[config.mk]
export PLATFORM = sky130hd
export DESIGN_NAME = config_packet_sequencer
export DESIGN_NICKNAME = d
export VERILOG_FILES = /design/src/rtl/config_packet_sequencer.sv
export SDC_FILE = /design/constraint.sdc
export NUM_CORES = 1
export LEC_CHECK = 0
export CORE_MARGIN = 10
export CORE_UTILIZATION = 54
export CTS_CLUSTER_DIAMETER = 150
export DETAILED_ROUTE_END_ITERATION = 6
export PLACE_DENSITY = 0.79
export SLEW_MARGIN = 10
export SYNTH_ARGS = -nofsm -noshare
export SYNTH_HDL_FRONTEND = slang
export SYNTH_SLANG_ARGS = --single-unit
[constraint.sdc]
create_clock -name clk_i -period 2.1 [get_ports clk_i]
set_input_delay 0.42 -clock clk_i [delete_from_list [all_inputs] [get_ports clk_i]]
set_output_delay 0.42 -clock clk_i [all_outputs]
set_load 0.05 [all_outputs]
[src/rtl/config_packet_sequencer.sv]
// UART auto-configuration master: sends data-width, parity, stop-bits and end packets,
// waits for an acknowledge after each, retries on timeout. Optional macro: CFG_SANITIZE_EN.
module config_packet_sequencer #(
  parameter int unsigned TIMEOUT_CYCLES = 5_000_000,
  parameter int unsigned MAX_ATTEMPTS   = 3,
  parameter logic [7:0]  ACKN_PKT       = 8'hFF
) (
  input  logic       clk_i,
  input  logic       rst_n_i,
  input  logic       start_i,
  input  logic [1:0] cfg_data_width_i,
  input  logic [1:0] cfg_parity_mode_i,
  input  logic [1:0] cfg_stop_bits_i,
  input  logic       tx_fifo_full_i,
  output logic       tx_fifo_write_o,
  output logic [7:0] tx_data_o,
  input  logic       rx_fifo_empty_i,
  input  logic [7:0] rx_data_i,
  output logic       rx_fifo_read_o,
  output logic       busy_o,
  output logic       done_o,
  output logic       error_o,
  output logic       sanitized_o
);

  localparam int unsigned   TW         = $clog2(TIMEOUT_CYCLES);
  localparam logic [TW-1:0] TIMER_LAST = TW'(TIMEOUT_CYCLES - 1);
  localparam logic [1:0]    ATT_MAX    = 2'(MAX_ATTEMPTS);

  // state    | meaning
  // S_IDLE   | waiting for start_i
  // S_SEND   | writing packet idx to the TX FIFO
  // S_WAIT   | waiting for the acknowledge byte, timer running
  // S_DONE   | one-cycle success pulse
  // S_FAIL   | one-cycle failure pulse
  localparam logic [2:0] S_IDLE = 3'd0;
  localparam logic [2:0] S_SEND = 3'd1;
  localparam logic [2:0] S_WAIT = 3'd2;
  localparam logic [2:0] S_DONE = 3'd3;
  localparam logic [2:0] S_FAIL = 3'd4;

  logic [2:0]    r_state;
  logic [1:0]    r_idx;
  logic [1:0]    r_attempts;
  logic [TW-1:0] r_timer;
  logic [1:0]    r_width;
  logic [1:0]    r_parity;
  logic [1:0]    r_stop;

  logic          w_write;
  logic          w_pop;
  logic [7:0]    w_pkt;
  logic [1:0]    w_stop_latch;

`ifdef CFG_SANITIZE_EN
  logic r_sanitized;

  // Reserved stop-bits code is replaced by the 1-stop-bit code before it is latched.
  assign w_stop_latch = (cfg_stop_bits_i == 2'b11) ? 2'b00 : cfg_stop_bits_i;

  always_ff @(posedge clk_i) begin
    if (!rst_n_i) begin
      r_sanitized <= 1'b0;
    end else if (r_state == S_IDLE && start_i) begin
      r_sanitized <= (cfg_stop_bits_i == 2'b11);
    end
  end

  assign sanitized_o = r_sanitized;
`else
  assign w_stop_latch = cfg_stop_bits_i;
  assign sanitized_o  = 1'b0;
`endif

  // Strobes are masked while reset is held so no FIFO side effect leaks out.
  assign w_write = (r_state == S_SEND) && !tx_fifo_full_i && rst_n_i;
  assign w_pop   = (r_state == S_WAIT) && !rx_fifo_empty_i && rst_n_i;

  always_comb begin
    w_pkt = 8'h00;
    case (r_idx)
      2'd0:    w_pkt = {2'b01, 4'b0000, r_width};
      2'd1:    w_pkt = {2'b10, 4'b0000, r_parity};
      2'd2:    w_pkt = {2'b11, 4'b0000, r_stop};
      default: w_pkt = 8'h00;
    endcase
  end

  always_ff @(posedge clk_i) begin
    if (!rst_n_i) begin
      r_state    <= S_IDLE;
      r_idx      <= 2'd0;
      r_attempts <= 2'd0;
      r_timer    <= '0;
      r_width    <= 2'd0;
      r_parity   <= 2'd0;
      r_stop     <= 2'd0;
    end else begin
      case (r_state)
        S_IDLE: begin
          if (start_i) begin
            r_width    <= cfg_data_width_i;
            r_parity   <= cfg_parity_mode_i;
            r_stop     <= w_stop_latch;
            r_idx      <= 2'd0;
            r_attempts <= 2'd0;
            r_timer    <= '0;
            r_state    <= S_SEND;
          end
        end
        S_SEND: begin
          if (w_write) begin
            r_attempts <= r_attempts + 2'd1;
            r_timer    <= '0;
            r_state    <= S_WAIT;
          end
        end
        S_WAIT: begin
          // An available byte takes priority over a coincident timeout.
          if (w_pop) begin
            if (rx_data_i != ACKN_PKT) begin
              r_state <= S_FAIL;
            end else if (r_idx == 2'd3) begin
              r_state <= S_DONE;
            end else begin
              r_idx      <= r_idx + 2'd1;
              r_attempts <= 2'd0;
              r_state    <= S_SEND;
            end
          end else if (r_timer == TIMER_LAST) begin
            r_state <= (r_attempts == ATT_MAX) ? S_FAIL : S_SEND;
          end else begin
            r_timer <= r_timer + TW'(1);
          end
        end
        S_DONE:  r_state <= S_IDLE;
        S_FAIL:  r_state <= S_IDLE;
        default: r_state <= S_IDLE;
      endcase
    end
  end

  assign tx_fifo_write_o = w_write;
  assign tx_data_o       = (r_state == S_SEND) ? w_pkt : 8'h00;
  assign rx_fifo_read_o  = w_pop;
  assign busy_o          = (r_state != S_IDLE);
  assign done_o          = (r_state == S_DONE);
  assign error_o         = (r_state == S_FAIL);

endmodule

==> results.md <==
* TritonCTS Buffers at 5
* Final critical-path required period at 2.05 ns
* Instance area after placement at 2830 sq um
* Most frequent standard cell in the layout excluding fill and tap cells: sky130_fd_sc_hd__buf_4
* Boundary pin count at 33
* Longest individual stage delay on the worst path at 0.38 ns
* Largest buffer count on any clock path at 2
* Antenna violations before repair at 0
* Clock root buffer: sky130_fd_sc_hd__clkbuf_8
* CP Launch Type: flop
* Largest net degree at the start of global routing at 23
* Iteration-0 DRC Markers at 219
* GR Util All Layers at 17.6%
* Global-route met3 utilization at 4.54%
* Pins over their slew limit at 0
* PnR Total Power at 1.49 mW
* Share of the clock period used by the worst path at 97.6%
* Asr flop ratio synth at 0%
* Primary FF master, synth: sky130_fd_sc_hd__dfxtp_1
* Critical Setup Path Class: reg -> out
* Clock latency at the later pin of the worst-skew pair at 0.30 ns
* Filler Cells Inserted at 295
* Vias in the first global route at 2,298
* Met1 GRT Util at 19.5%
* Worst setup slack after layout at 0.0512 ns
* Total number of yosys warnings at 0
* Power density over the cells at 505 nW/um^2
* Die Width at 84.5 microns
* Crit path max fanout at 4
* Routability cong. at 0.910
* Pre-CTS WS at -0.135 ns
* Clock tree from TritonCTS: built
* Dpl hpwl at 4.71 mm
* Register Area at 728 sq um
* Final std cell area, no fill at 2950 sq um
* Overflow left after global routing at 0
* Length of the first detailed-routing pass in iterations at 4
* Achievable Freq at 488 MHz
* Detailed-route DRC error count at 0
* IR drop worst, VDD at 0.528 mV
* Multi-input gate area at 1450 sq um
* Total Nets Final at 353
* Leakage power total at 1.15 nW
* Number of diodes added for antenna fixing at 0
* Area added between synthesis and finish at 31.5%
* Mean routed wirelength per cell at 16.4 microns
* Core area at 4000 sq um
* H-Tree Level Count at 2
* Initial core utilization at 56.1%
* Endpoints failing hold at 0
* Cell row count at 23
* Number of nets still failing antenna checks after routing at 0
* Worst Path Required at 1.68 ns
* Via count normalized by instance count at 6.05
* Vias at 2,282
* Clk pin slew, worst setup/hold paths at 0.07 ns
* Cell count after synthesis at 271
* Cells along the critical path: inv_1, ha_2, a222oi_1, nor3b_2, clkbuf_16
* Worst setup EP type: primary output
* Finish-stage setup viols at 0
* Sum of routed wire length over all layers at 6.19 mm
* Number of clock sinks at 36
* Number of violations of the max-capacitance limit at 0
* Fraction of layout instances using a drive strength above 1 at 24.2%
* Most Crowded Layer GR: met2
* Netlist cell types at 56
* Number of synthesized flops with an enable pin at 0
* Worst Clk Skew at 0.00619 ns
* Outcome: completed
* Netlist area before placement at 2250 sq um
* Count of buffers from port buffering at 27
* Post-synthesis area per instance at 8.29 sq um
* Wire length of the first global-routing pass at 10.8 mm
* Post-synthesis register bit count at 36
* TNS Setup at 0 ns
* Share of synthesized area occupied by flip-flops and latches at 32.1%
* Met2 track utilization from global routing at 31.8%
* Critical Path Slowest Stage Cell: sky130_fd_sc_hd__a222oi_1
* Total die area at 7140 sq um
* Top library cells by usage in the layout, fill and taps aside: sky130_fd_sc_hd__buf_4, sky130_fd_sc_hd__dfxtp_1, sky130_fd_sc_hd__nand3_1, sky130_fd_sc_hd__nand2_1, sky130_fd_sc_hd__clkdlybuf4s50_1
* Y dimension of the die at 84.5 microns
* Critical path data arrival time at 1.63 ns
* Setup repair after global routing missed its margin: yes
* Min-delay worst type: reg -> reg
-- Yosys cell counts, drive strengths merged, types with 2 or more instances --
cell	number	area share, %
a32o	2	0.89
o2111ai	3	1.2
nand2b	5	1.4
and4	2	0.78
nor2	18	3.7
a21oi	8	1.8
o211ai	3	1.0
nand2	20	3.3
inv	8	1.3
nor3	7	1.8
a31oi	6	1.7
nor3b	5	1.9
nand3	24	5.3
or3	8	2.2
clkbuf	8	1.3
mux2i	8	3.6
ha	7	3.9
or4	4	1.3
and3	9	2.5
buf	9	2.7
o21ai	18	4.0
o311ai	2	0.78
dfxtp	36	32
nor4	6	3.3
and2	4	1.1
or2	3	0.84
or3b	2	0.89
o21a	6	2.0
o221a	2	1.0
a222oi	2	0.89
nand4	10	2.8
-- layout make-up --
cell class / instances / share of cell area, %
clock inverter: 1 / 0.169
timing repair buffer: 62 / 20.4
multi-input combinational: 214 / 49.2
tap: 50 / 2.12
inverter: 8 / 1.02
sequential: 36 / 24.7
clock buffer: 6 / 2.46
-- worst paths after layout --
kind	start	to	slack [ns]	cells past startpoint
worst min-delay path	r_attempts[1]	r_attempts[1]	0.48	2
worst max-delay path	r_idx[0]	tx_data_o[1]	0.05	5
worst min register to register	r_attempts[1]	r_attempts[1]	0.48	2
worst max register to register	r_timer[0]	r_timer[9]	0.06	8
-- stage by stage --
step / std cells / hold WS [ns] / util, %
floorplan: 275 / 0.442 / -
global placement: 368 / 0.454 / 70.8
detailed placement: 368 / 0.480 / 70.8
CTS: 377 / 0.491 / 73.2
global route: 377 / 0.534 / 73.9
finish: 377 / 0.484 / 73.9
-- cells by family (layout without fill, tap and decap cells) --
logic type | Yosys count | count (layout) | share of synthesized area [%]
buffers and inverters | 25 | 77 | 5.35
multiplexers | 8 | 8 | 3.57
AND/OR/NAND/NOR | 132 | 132 | 35.6
adder cells (fa/ha/maj) | 7 | 7 | 3.90
AO/OA/AOI/OAI | 62 | 62 | 19.3
other | 1 | 5 | 0.167
flip-flops | 36 | 36 | 32.1
-- what timing repair did --
item | 4_1_cts | 5_1_grt
hold buffers | 0 | 0
resized for setup | 5 | 9
pin swaps | 3 | 2
buffers inserted | 2 | 0
setup endpoints to repair | 3 | 12
-- critical path, delay by kind of cell (launching register included) --
| kind | cells | cell delay (ns) |
|---|---|---|
| AOI/OAI and AO/OA | 1 | 0.38 |
| DFF | 1 | 0.36 |
| buffers and inverters | 2 | 0.27 |
| adders and majority gates | 1 | 0.21 |
| and+or+nand+nor | 1 | 0.11 |
-- flip-flops by register name, summed over array words and instances, names as in the netlist --
signal	count
r_stop	2
r_state	3
r_parity	2
r_attempts	2
r_idx	2
r_timer	23
r_width	2
-- power breakdown --
| group | internal (mW) | switching [mW] | leakage, nW | total (mW) |
|---|---|---|---|---|
| Sequential | 0.697 | 0.0159 | 0.293 | 0.713 |
| Combinational | 0.136 | 0.164 | 0.820 | 0.300 |
| Clock | 0.226 | 0.253 | 0.0410 | 0.479 |
-- per-layer routing --
layer  vias up  part of all wire [%]
li1       1128                     -
met1      1082                    41
met2        62                    52
met3        10                   5.3
met4         0                   1.5
met5         -                     0
(Power assumes the default switching activity.)
